File: src/rtl/ariane_pkg.sv
`default_nettype none
// ============================================================================
// Package     : ariane_pkg
// Description : Minimal stand-in for the scoreboard types the issue-entry
//               FIFO carries. Only the fields the FIFO and its neighbours
//               need are present; the FIFO treats the entry as opaque apart
//               from the functional-unit field.
// Revision    : 1.0 - initial release
// ============================================================================
package ariane_pkg;

   typedef enum logic [3:0] {
      NONE,
      LOAD,
      STORE,
      ALU,
      CTRL_FLOW,
      MULT,
      CSR,
      FPU,
      FPU_VEC,
      CVXIF
   } fu_t;

   typedef struct packed {
      logic [63:0] cause;
      logic [63:0] tval;
      logic        valid;
   } exception_t;

   typedef struct packed {
      logic [63:0] pc;
      logic [2:0]  trans_id;
      fu_t         fu;
      logic [7:0]  op;
      logic [4:0]  rs1;
      logic [4:0]  rs2;
      logic [4:0]  rd;
      logic [63:0] result;
      logic        valid;
      logic        use_imm;
      logic        use_zimm;
      logic        use_pc;
      exception_t  ex;
      logic        is_compressed;
   } scoreboard_entry_t;

endpackage
`default_nettype wire

File: src/rtl/issue_entry_fifo_if.sv
`default_nettype none
// ============================================================================
// Interface   : issue_entry_fifo_if
// Description : Decode-side push port, issue-side pop port and the occupancy
//               / lookahead status of the issue-entry FIFO. The FIFO uses
//               the slave modport; the surrounding pipeline uses master.
// Revision    : 1.0 - initial release
// ============================================================================
interface issue_entry_fifo_if #(
   parameter int unsigned DEPTH = 4
);
   localparam int unsigned PTR_W = $clog2(DEPTH);

   // synchronous flush of all held entries
   logic                          flush_i;
   // decode-side push
   ariane_pkg::scoreboard_entry_t decoded_entry_i;
   logic                          decoded_entry_valid_i;
   logic                          is_ctrl_flow_i;
   logic                          decoded_entry_ack_o;
   // issue-side pop
   ariane_pkg::scoreboard_entry_t issue_entry_o;
   logic                          issue_entry_valid_o;
   logic                          is_ctrl_flow_o;
   logic                          issue_instr_ack_i;
   // lookahead and occupancy
   logic                          next_valid_o;
   logic                          next_is_mem_o;
   logic [PTR_W:0]                count_o;
   logic [PTR_W:0]                mem_count_o;

   modport slave (
      input  flush_i,
      input  decoded_entry_i,
      input  decoded_entry_valid_i,
      input  is_ctrl_flow_i,
      output decoded_entry_ack_o,
      output issue_entry_o,
      output issue_entry_valid_o,
      output is_ctrl_flow_o,
      input  issue_instr_ack_i,
      output next_valid_o,
      output next_is_mem_o,
      output count_o,
      output mem_count_o
   );

   modport master (
      output flush_i,
      output decoded_entry_i,
      output decoded_entry_valid_i,
      output is_ctrl_flow_i,
      input  decoded_entry_ack_o,
      input  issue_entry_o,
      input  issue_entry_valid_o,
      input  is_ctrl_flow_o,
      output issue_instr_ack_i,
      input  next_valid_o,
      input  next_is_mem_o,
      input  count_o,
      input  mem_count_o
   );

endinterface
`default_nettype wire

File: src/rtl/issue_entry_fifo.sv
`default_nettype none
// ============================================================================
// Module      : issue_entry_fifo
// Description : Circular buffer of decoded scoreboard entries between the
//               ID stage and the issue-side reorder stage. Presents the
//               oldest entry, a one-entry lookahead and a count of held
//               LOAD/STORE entries. Push is not bypassed to the output, and
//               a full FIFO does not accept even when popping that cycle.
// Revision    : 1.0 - initial release
// ============================================================================
module issue_entry_fifo #(
   parameter int unsigned DEPTH = 4
) (
   input  logic               clk_i,
   input  logic               rst_i,
   issue_entry_fifo_if.slave  bus
);

   localparam int unsigned    PTR_W    = $clog2(DEPTH);
   localparam logic [PTR_W:0] FULL_CNT = (PTR_W + 1)'(DEPTH);
   localparam logic [PTR_W:0] TWO_CNT  = (PTR_W + 1)'(2);

   function automatic logic is_mem(input ariane_pkg::fu_t fu);
      return (fu == ariane_pkg::LOAD) || (fu == ariane_pkg::STORE);
   endfunction

   ariane_pkg::scoreboard_entry_t mem_q  [DEPTH];
   ariane_pkg::scoreboard_entry_t mem_d  [DEPTH];
   logic                          ctrl_q [DEPTH];
   logic                          ctrl_d [DEPTH];

   logic [PTR_W-1:0] rd_q, rd_d;
   logic [PTR_W-1:0] wr_q, wr_d;
   logic [PTR_W-1:0] rd_nxt;
   logic [PTR_W:0]   cnt_q, cnt_d;
   logic [PTR_W:0]   mcnt_q, mcnt_d;

   logic push;
   logic pop;
   logic push_mem;
   logic pop_mem;

   // Handshake qualification: flush and full block acceptance, and the
   // full check uses the registered count so a pop never enables a push
   // in the same cycle.
   always_comb begin
      push     = bus.decoded_entry_valid_i & (cnt_q != FULL_CNT) & ~bus.flush_i & ~rst_i;
      pop      = bus.issue_instr_ack_i & (cnt_q != '0) & ~bus.flush_i;
      push_mem = push & is_mem(bus.decoded_entry_i.fu);
      pop_mem  = pop & is_mem(mem_q[rd_q].fu);
      rd_nxt   = rd_q + PTR_W'(1);
   end

   // Next-state for pointers and counters; flush returns everything to empty.
   always_comb begin
      rd_d   = rd_q;
      wr_d   = wr_q;
      cnt_d  = cnt_q;
      mcnt_d = mcnt_q;
      if (bus.flush_i) begin
         rd_d   = '0;
         wr_d   = '0;
         cnt_d  = '0;
         mcnt_d = '0;
      end else begin
         if (push) wr_d = wr_q + PTR_W'(1);
         if (pop)  rd_d = rd_nxt;
         case ({push, pop})
            2'b10:   cnt_d = cnt_q + (PTR_W + 1)'(1);
            2'b01:   cnt_d = cnt_q - (PTR_W + 1)'(1);
            default: cnt_d = cnt_q;
         endcase
         case ({push_mem, pop_mem})
            2'b10:   mcnt_d = mcnt_q + (PTR_W + 1)'(1);
            2'b01:   mcnt_d = mcnt_q - (PTR_W + 1)'(1);
            default: mcnt_d = mcnt_q;
         endcase
      end
   end

   // Next-state for the storage array: only the write slot changes on push.
   always_comb begin
      mem_d  = mem_q;
      ctrl_d = ctrl_q;
      if (push) begin
         mem_d[wr_q]  = bus.decoded_entry_i;
         ctrl_d[wr_q] = bus.is_ctrl_flow_i;
      end
   end

   // Control state with asynchronous reset.
   always_ff @(posedge clk_i or posedge rst_i) begin
      if (rst_i) begin
         rd_q   <= '0;
         wr_q   <= '0;
         cnt_q  <= '0;
         mcnt_q <= '0;
      end else begin
         rd_q   <= rd_d;
         wr_q   <= wr_d;
         cnt_q  <= cnt_d;
         mcnt_q <= mcnt_d;
      end
   end

   // Payload storage is never reset; validity comes from the count.
   always_ff @(posedge clk_i) begin
      mem_q  <= mem_d;
      ctrl_q <= ctrl_d;
   end

   assign bus.decoded_entry_ack_o = push;
   assign bus.issue_entry_o       = mem_q[rd_q];
   assign bus.is_ctrl_flow_o      = ctrl_q[rd_q];
   assign bus.issue_entry_valid_o = (cnt_q != '0);
   assign bus.next_valid_o        = (cnt_q >= TWO_CNT);
   assign bus.next_is_mem_o       = (cnt_q >= TWO_CNT) & is_mem(mem_q[rd_nxt].fu);
   assign bus.count_o             = cnt_q;
   assign bus.mem_count_o         = mcnt_q;

endmodule
`default_nettype wire

File: src/flat_wrapper.sv
// flat-port wrapper written by rule: the top's interface ports become plain ports
module issue_entry_fifo_flat 
#(
   parameter int unsigned DEPTH = 4
)
  (clk_i, rst_i, bus_flush_i, bus_decoded_entry_i, bus_decoded_entry_valid_i, bus_is_ctrl_flow_i, bus_decoded_entry_ack_o, bus_issue_entry_o, bus_issue_entry_valid_o, bus_is_ctrl_flow_o, bus_issue_instr_ack_i, bus_next_valid_o, bus_next_is_mem_o, bus_count_o, bus_mem_count_o);
  issue_entry_fifo_if #(.DEPTH(DEPTH)) bus_i ();
  input  logic clk_i;
  input  logic rst_i;
  input wire logic [$bits(bus_i.flush_i)-1:0] bus_flush_i;
  input wire logic [$bits(bus_i.decoded_entry_i)-1:0] bus_decoded_entry_i;
  input wire logic [$bits(bus_i.decoded_entry_valid_i)-1:0] bus_decoded_entry_valid_i;
  input wire logic [$bits(bus_i.is_ctrl_flow_i)-1:0] bus_is_ctrl_flow_i;
  output wire logic [$bits(bus_i.decoded_entry_ack_o)-1:0] bus_decoded_entry_ack_o;
  output wire logic [$bits(bus_i.issue_entry_o)-1:0] bus_issue_entry_o;
  output wire logic [$bits(bus_i.issue_entry_valid_o)-1:0] bus_issue_entry_valid_o;
  output wire logic [$bits(bus_i.is_ctrl_flow_o)-1:0] bus_is_ctrl_flow_o;
  input wire logic [$bits(bus_i.issue_instr_ack_i)-1:0] bus_issue_instr_ack_i;
  output wire logic [$bits(bus_i.next_valid_o)-1:0] bus_next_valid_o;
  output wire logic [$bits(bus_i.next_is_mem_o)-1:0] bus_next_is_mem_o;
  output wire logic [$bits(bus_i.count_o)-1:0] bus_count_o;
  output wire logic [$bits(bus_i.mem_count_o)-1:0] bus_mem_count_o;
  assign bus_i.flush_i = bus_flush_i;
  assign bus_i.decoded_entry_i = bus_decoded_entry_i;
  assign bus_i.decoded_entry_valid_i = bus_decoded_entry_valid_i;
  assign bus_i.is_ctrl_flow_i = bus_is_ctrl_flow_i;
  assign bus_decoded_entry_ack_o = bus_i.decoded_entry_ack_o;
  assign bus_issue_entry_o = bus_i.issue_entry_o;
  assign bus_issue_entry_valid_o = bus_i.issue_entry_valid_o;
  assign bus_is_ctrl_flow_o = bus_i.is_ctrl_flow_o;
  assign bus_i.issue_instr_ack_i = bus_issue_instr_ack_i;
  assign bus_next_valid_o = bus_i.next_valid_o;
  assign bus_next_is_mem_o = bus_i.next_is_mem_o;
  assign bus_count_o = bus_i.count_o;
  assign bus_mem_count_o = bus_i.mem_count_o;
  issue_entry_fifo #(.DEPTH(DEPTH)) u_core (.clk_i(clk_i), .rst_i(rst_i), .bus(bus_i));
endmodule
File: config.mk
export PLATFORM = sky130hd
export DESIGN_NAME = issue_entry_fifo_flat
export DESIGN_NICKNAME = d
export VERILOG_FILES = /design/src/rtl/ariane_pkg.sv /design/src/rtl/issue_entry_fifo_if.sv /design/src/rtl/issue_entry_fifo.sv /design/src/flat_wrapper.sv
export SDC_FILE = /design/constraint.sdc
export NUM_CORES = 1
export LEC_CHECK = 0
export ABC_AREA = 0
export BUFFER_PORTS_ARGS = -buffer_cell sky130_fd_sc_hd__buf_2
export CAP_MARGIN = 20
export CORE_MARGIN = 2
export CORE_UTILIZATION = 57
export CTS_CLUSTER_DIAMETER = 40
export DETAILED_ROUTE_END_ITERATION = 6
export GPL_ROUTABILITY_DRIVEN = 0
export PLACE_DENSITY = 0.89
export SLEW_MARGIN = 20
export SYNTH_ARGS = -nofsm -noshare
export SYNTH_HDL_FRONTEND = slang
export SYNTH_SLANG_ARGS = --single-unit
File: constraint.sdc
create_clock -name clk_i -period 9.2 [get_ports clk_i]
set_input_delay 2.3 -clock clk_i [delete_from_list [all_inputs] [get_ports clk_i]]
set_output_delay 2.3 -clock clk_i [all_outputs]
set_load 0.03 [all_outputs]
### After elaboration in Yosys (flattened, before gate mapping)

Cells that the tools add are included.

* logic and storage cells: 139
* register bits: 1182
* input bits: 298
* output and inout bits: 303

* $lt $le $gt $ge: 5
* equality and inequality tests: 11
* $add $sub $neg: 6
* bitwise logic cells: 13
* reduce and logical (&&, ||, !) cells: 9
* muxes and demuxes: 23

Operators by type and width (count)
* 292-bit binary-select mux with 2-bit select: 2
* 1168-bit bitwise mux: 1
* 292-bit 2-to-1 mux: 3
* 292-bit demux with 2-bit select: 1
* 225-bit 2-to-1 mux: 2
* 4-bit by 1-bit == test with 1-bit output, second input constant: 3
* 4-bit by 2-bit == test with 1-bit output, second input constant: 3
* 3-bit case mux with 2 select lines: 2
* 3-bit greater-or-equal comparator, second input constant: 3
* 2-bit NOT with 3-bit output: 3
* 3-bit nonzero test: 3
* 1-bit bitwise AND: 8
* 2-bit 2-to-1 mux: 4
* 3-bit by 1-bit adder with 3-bit output, second input constant: 2
* 3-bit 2-to-1 mux: 2
* 3-bit by 1-bit subtractor with 3-bit output, second input constant: 2
* 2-bit by 1-bit adder with 2-bit output, second input constant: 2
* 4-bit bitwise mux: 1
* 2-bit by 1-bit == test with 1-bit output, second input constant: 2
* 2-bit == test, second input constant: 2
* 2-bit nonzero test: 2
* 3-bit by 2-bit greater-or-equal comparator with 1-bit output, second input constant: 1
* 1-bit logical OR: 3
* 3-bit by 1-bit < comparator with 1-bit output, second input constant: 1
* other kinds (6): 9

### Depth between registers and ports, before layout

* depth after elaboration: 10
* gate-level depth with buffers: 10
* mapped depth without buffers: 8

### Least setup slack after synthesis

Ideal clock, no wire load.

* kind: in2reg
* start point: input port bus_flush_i
* end point: register u_core.ctrl_q[0] (netlist name) (enable)
* arrival: 9479 ps
* setup time: 694 ps
* path buffers: 0
* setup slack: -973 ps
* cell stages on the path: 2
* required time: 8506 ps
* cells stage by stage: nor3b_1 -> and3_1

* word-level cells in the longest chain between the ends: 3

RTL lines
* from (decl): RTL line flat_wrapper.sv:10 `input wire logic [$bits(bus_i.flush_i)-1:0] bus_flush_i;`
* 1-bit NOT: RTL line issue_entry_fifo.sv:47 `push = bus.decoded_entry_valid_i & (cnt_q != FULL_CNT) & ~bus.flush_i & ~rst_i;`
* 1-bit bitwise AND (2 in series): RTL line issue_entry_fifo.sv:47
* to (signal assigned): RTL line issue_entry_fifo.sv:109 `ctrl_q <= ctrl_d;`
* to (decl): RTL line issue_entry_fifo.sv:29 `logic ctrl_q [DEPTH];`

No other way between the ends.
A chain may end at the register's enable or synchronous reset.

### Final worst setup path

* start point: input port bus_flush_i
* end point: output port bus_decoded_entry_ack_o

* word-level cells in the longest chain between the ends: 3

RTL lines
* 1-bit NOT: RTL line issue_entry_fifo.sv:47
* 1-bit bitwise AND (2 in series): RTL line issue_entry_fifo.sv:47
* to (decl): RTL line flat_wrapper.sv:14 `output wire logic [$bits(bus_i.decoded_entry_ack_o)-1:0] bus_decoded_entry_ack_o;`

No other way between the ends.

==> flow_summary.yaml <==
outcome:
  outcome: "completed"
power_and_ir_drop:
  power.share.sequential_pct: 46.9
  p_comb_share_pct: 14.7
  p_sw_share_pct: 26.5
  ir_drop_uv: 214
  switching_power_mw: 3.48
  power.density_nw_per_um2: 256
  clkPwrFrac_pct: 38.4
  p_leak_nw: 17.0
  p_int_mw: 9.68
critical_path:
  cp_num_buf_inv: 2
  crit_path_top_delay_cell: "nor3b_1"
  path_class: "primary input to output pin"
  crit_required_ns: 6.90
  crit_path_end_kind: "output pin"
  critPathMaxFanout: 15
  cpLargestDelayFamily: "simple AND/OR/NAND/NOR gates"
  max_stage_delay_ns: 0.73
  arrival_ns: 3.89
  crit_chain: "buf_2 > nor3b_1 > and2_1 > buf_2"
  start_kind: "primary input"
  cpMostUsedCell: "buf_2"
finish:
  nFillCells: 4137
  multi_input_area_um2: 7170
  seqCellArea_um2: 35500
  finalNetCount: 2600
  drive_gt1_share_pct: 46.5
  area_growth_pct: 19.7
  fin_area_um2: 51400
  postLayoutCoreUtil_pct: 69.0
detailed_routing:
  ant_nets: 0
  finalWirelength_mm: 98.0
  route.vias.total: 20504
  drc: 0
  first_pass_iters: 5
  wl_per_cell_um: 29.0
  via_per_inst: 6.07
  drtIter0Drc: 1958
sta:
  fin_skew_ns: 0.0312
  whs_ns: 0.642
  min_period_ns: 6.19
  worst_pin_slew_ns: 1.12
  setup_tns_ns: 0
  rsz0062_at_grt: "no"
  setup_viol: 0
  hold_viol: 0
  fmax_mhz: 161
  slew_violations: 0
  min_period_over_period_pct: 67.3
  slew_headroom_pct: 25.3
  layout_setup_ws_ns: 3.01
place:
  placed_cell_area_um2: 47100
  port_buffers: 600
  dp_hpwl_mm: 55.1
  dp_slack_ns: 3.11
synth:
  synthFlopType: "edfxtp_1"
  yosysWarnings: 0
  synth_cell_types: 40
  syn_area_um2: 42900
  yosysSeqAreaShare_pct: 82.6
  synth_nets: 1920
  synthCells: 1616
  async_reset_ff_share_pct: 0.846
  ys_ff_latch: 1182
  synth_edf_count: 1172
  avgSynthCellArea_um2: 26.6
clock_tree:
  cts.reportedPaths.clkPinSlew_ns: 0.06
  cts_resized: 0
  cts_buffers: 132
  cts-htree-levels: 4
  cts_tree: "built"
  post_cts_buffers: 0
  cts_hold_buf: 0
  numClockSinks: 1182
  cts_root_buf: "clkbuf_16"
  cts_buffer_depth: 3
  insertion_delay_ns: 0.73
run:
  drv_cap: 0
floorplan:
  design.core.area_um2: 74400
  die_h_um: 278
  die_area_um2: 77500
  fp.dieW_um: 278
  rows: 100
  start_util_pct: 57.6
  ios: 601
grt:
  antenna_found_initial: 32
  grt_max_degree: 150
  first_global_vias: 22219
  grt_pass1_wl_mm: 143
  grt-ovfl-total: 0
  grt_use_total_pct: 25.4
worst_hold_path:
  hp-class: "register to register"
tightest hold or removal path, cell delays in order (launching register included):
cell     delay [ns]
dfrtp_1        0.43
xnor2_1        0.14
nor2_1         0.04
cell type report:
type                       instances  area share [%]
antenna                           19          0.0925
clock buffer                     153            6.62
clock inverter                    75            1.60
inverter                           3          0.0219
multi-input combinational        361            14.0
sequential                      1182            69.0
tap                              969            2.36
timing repair buffer             616            6.35
cell usage after synthesis, types with 3 or more instances:
library cell | count | area, µm²
and3_1 | 6 | 37.5
buf_1 | 6 | 22.5
buf_2 | 26 | 130
clkbuf_1 | 37 | 139
dfrtp_1 | 10 | 250
edfxtp_1 | 1172 | 35200
ha_1 | 4 | 50.1
inv_1 | 3 | 11.3
mux4_2 | 295 | 6640
nor2_1 | 11 | 41.3
nor3_1 | 4 | 20.0
or2_2 | 3 | 18.8
xnor2_1 | 5 | 43.8
xor2_1 | 3 | 26.3
power groups by stage:
stage / Combinational (mW) / Sequential (mW) / Clock, mW
finish: 1.94 / 6.17 / 5.05
floorplan: 1.34 / 6.26 / 0
detailed placement: 1.92 / 6.28 / 0
global route: 2.02 / 6.18 / 5.31
global placement: 1.87 / 6.26 / 0
CTS: 1.95 / 6.17 / 5.12
kinds of logic after synthesis:
family	Yosys count	synth area share (%)
xor gates and xnor gates	9	0.216
and+or+nand+nor	41	0.586
DFF	1182	82.6
buffers and inverters	73	0.732
muxes	297	15.5
AOI/OAI and AO/OA	8	0.122
adders and majority gates	6	0.210
worst paths after layout:
path                                  startpoint                        end  slack [ns]  cells past startpoint
min                        u_core.bus.count_o[2]      u_core.bus.count_o[2]        0.64                      2
max in group asynchronous                  rst_i             u_core.rd_q[0]        7.29                      2
max                                  bus_flush_i    bus_decoded_entry_ack_o        3.01                      4
max reg2reg                       u_core.rd_q[0]  u_core.bus.mem_count_o[2]        4.84                      9
min in group asynchronous                  rst_i  u_core.bus.mem_count_o[2]        1.59                      2
min reg2reg                u_core.bus.count_o[2]      u_core.bus.count_o[2]        0.64                      2
through the flow:
stage / power, mW / std cells
2_1_floorplan: 7.60 / 1616
3_3_place_gp: 8.13 / 3131
3_5_place_dp: 8.20 / 3131
4_1_cts: 13.2 / 3359
5_1_grt: 13.5 / 3374
6_report: 13.2 / 3378
metal layers:
metal	part of all wire, %	wire [µm]	track usage [%]
met3	9.0	8780	7.82
met2	54	52600	43.9
met1	33	32300	28.8
met4	4.3	4200	12.4
met5	0.17	168	0
cells in the final DEF (no fill, tap or decap), types with 2 or more instances in the layout:
cell type	count
and3_4	4
and3_1	2
o21ai_0	2
dfrtp_1	8
clkinv_1	21
ha_1	4
o31ai_1	2
xor2_1	3
clkbuf_16	133
inv_1	3
nand4b_1	2
clkinv_16	4
buf_2	600
nor3_1	4
mux4_2	295
xnor2_1	5
dfrtp_4	2
edfxtp_1	1172
clkinv_4	3
buf_4	5
or2_2	3
buf_12	11
inv_8	5
fa_1	2
nor2_1	11
a21oi_1	2
clkinv_8	9
clkinv_2	8
clkbuf_1	20
bufinv_16	7
diode_2	19
clkinvlp_4	10
inv_6	8
registers in the layout (all words and copies together), names as in the netlist:
register                cells
u_core.bus.count_o          3
u_core.bus.mem_count_o      3
u_core.ctrl_q               4
u_core.mem_q             1168
u_core.rd_q                 2
u_core.wr_q                 2
Power figures use the tool's default switching activity.
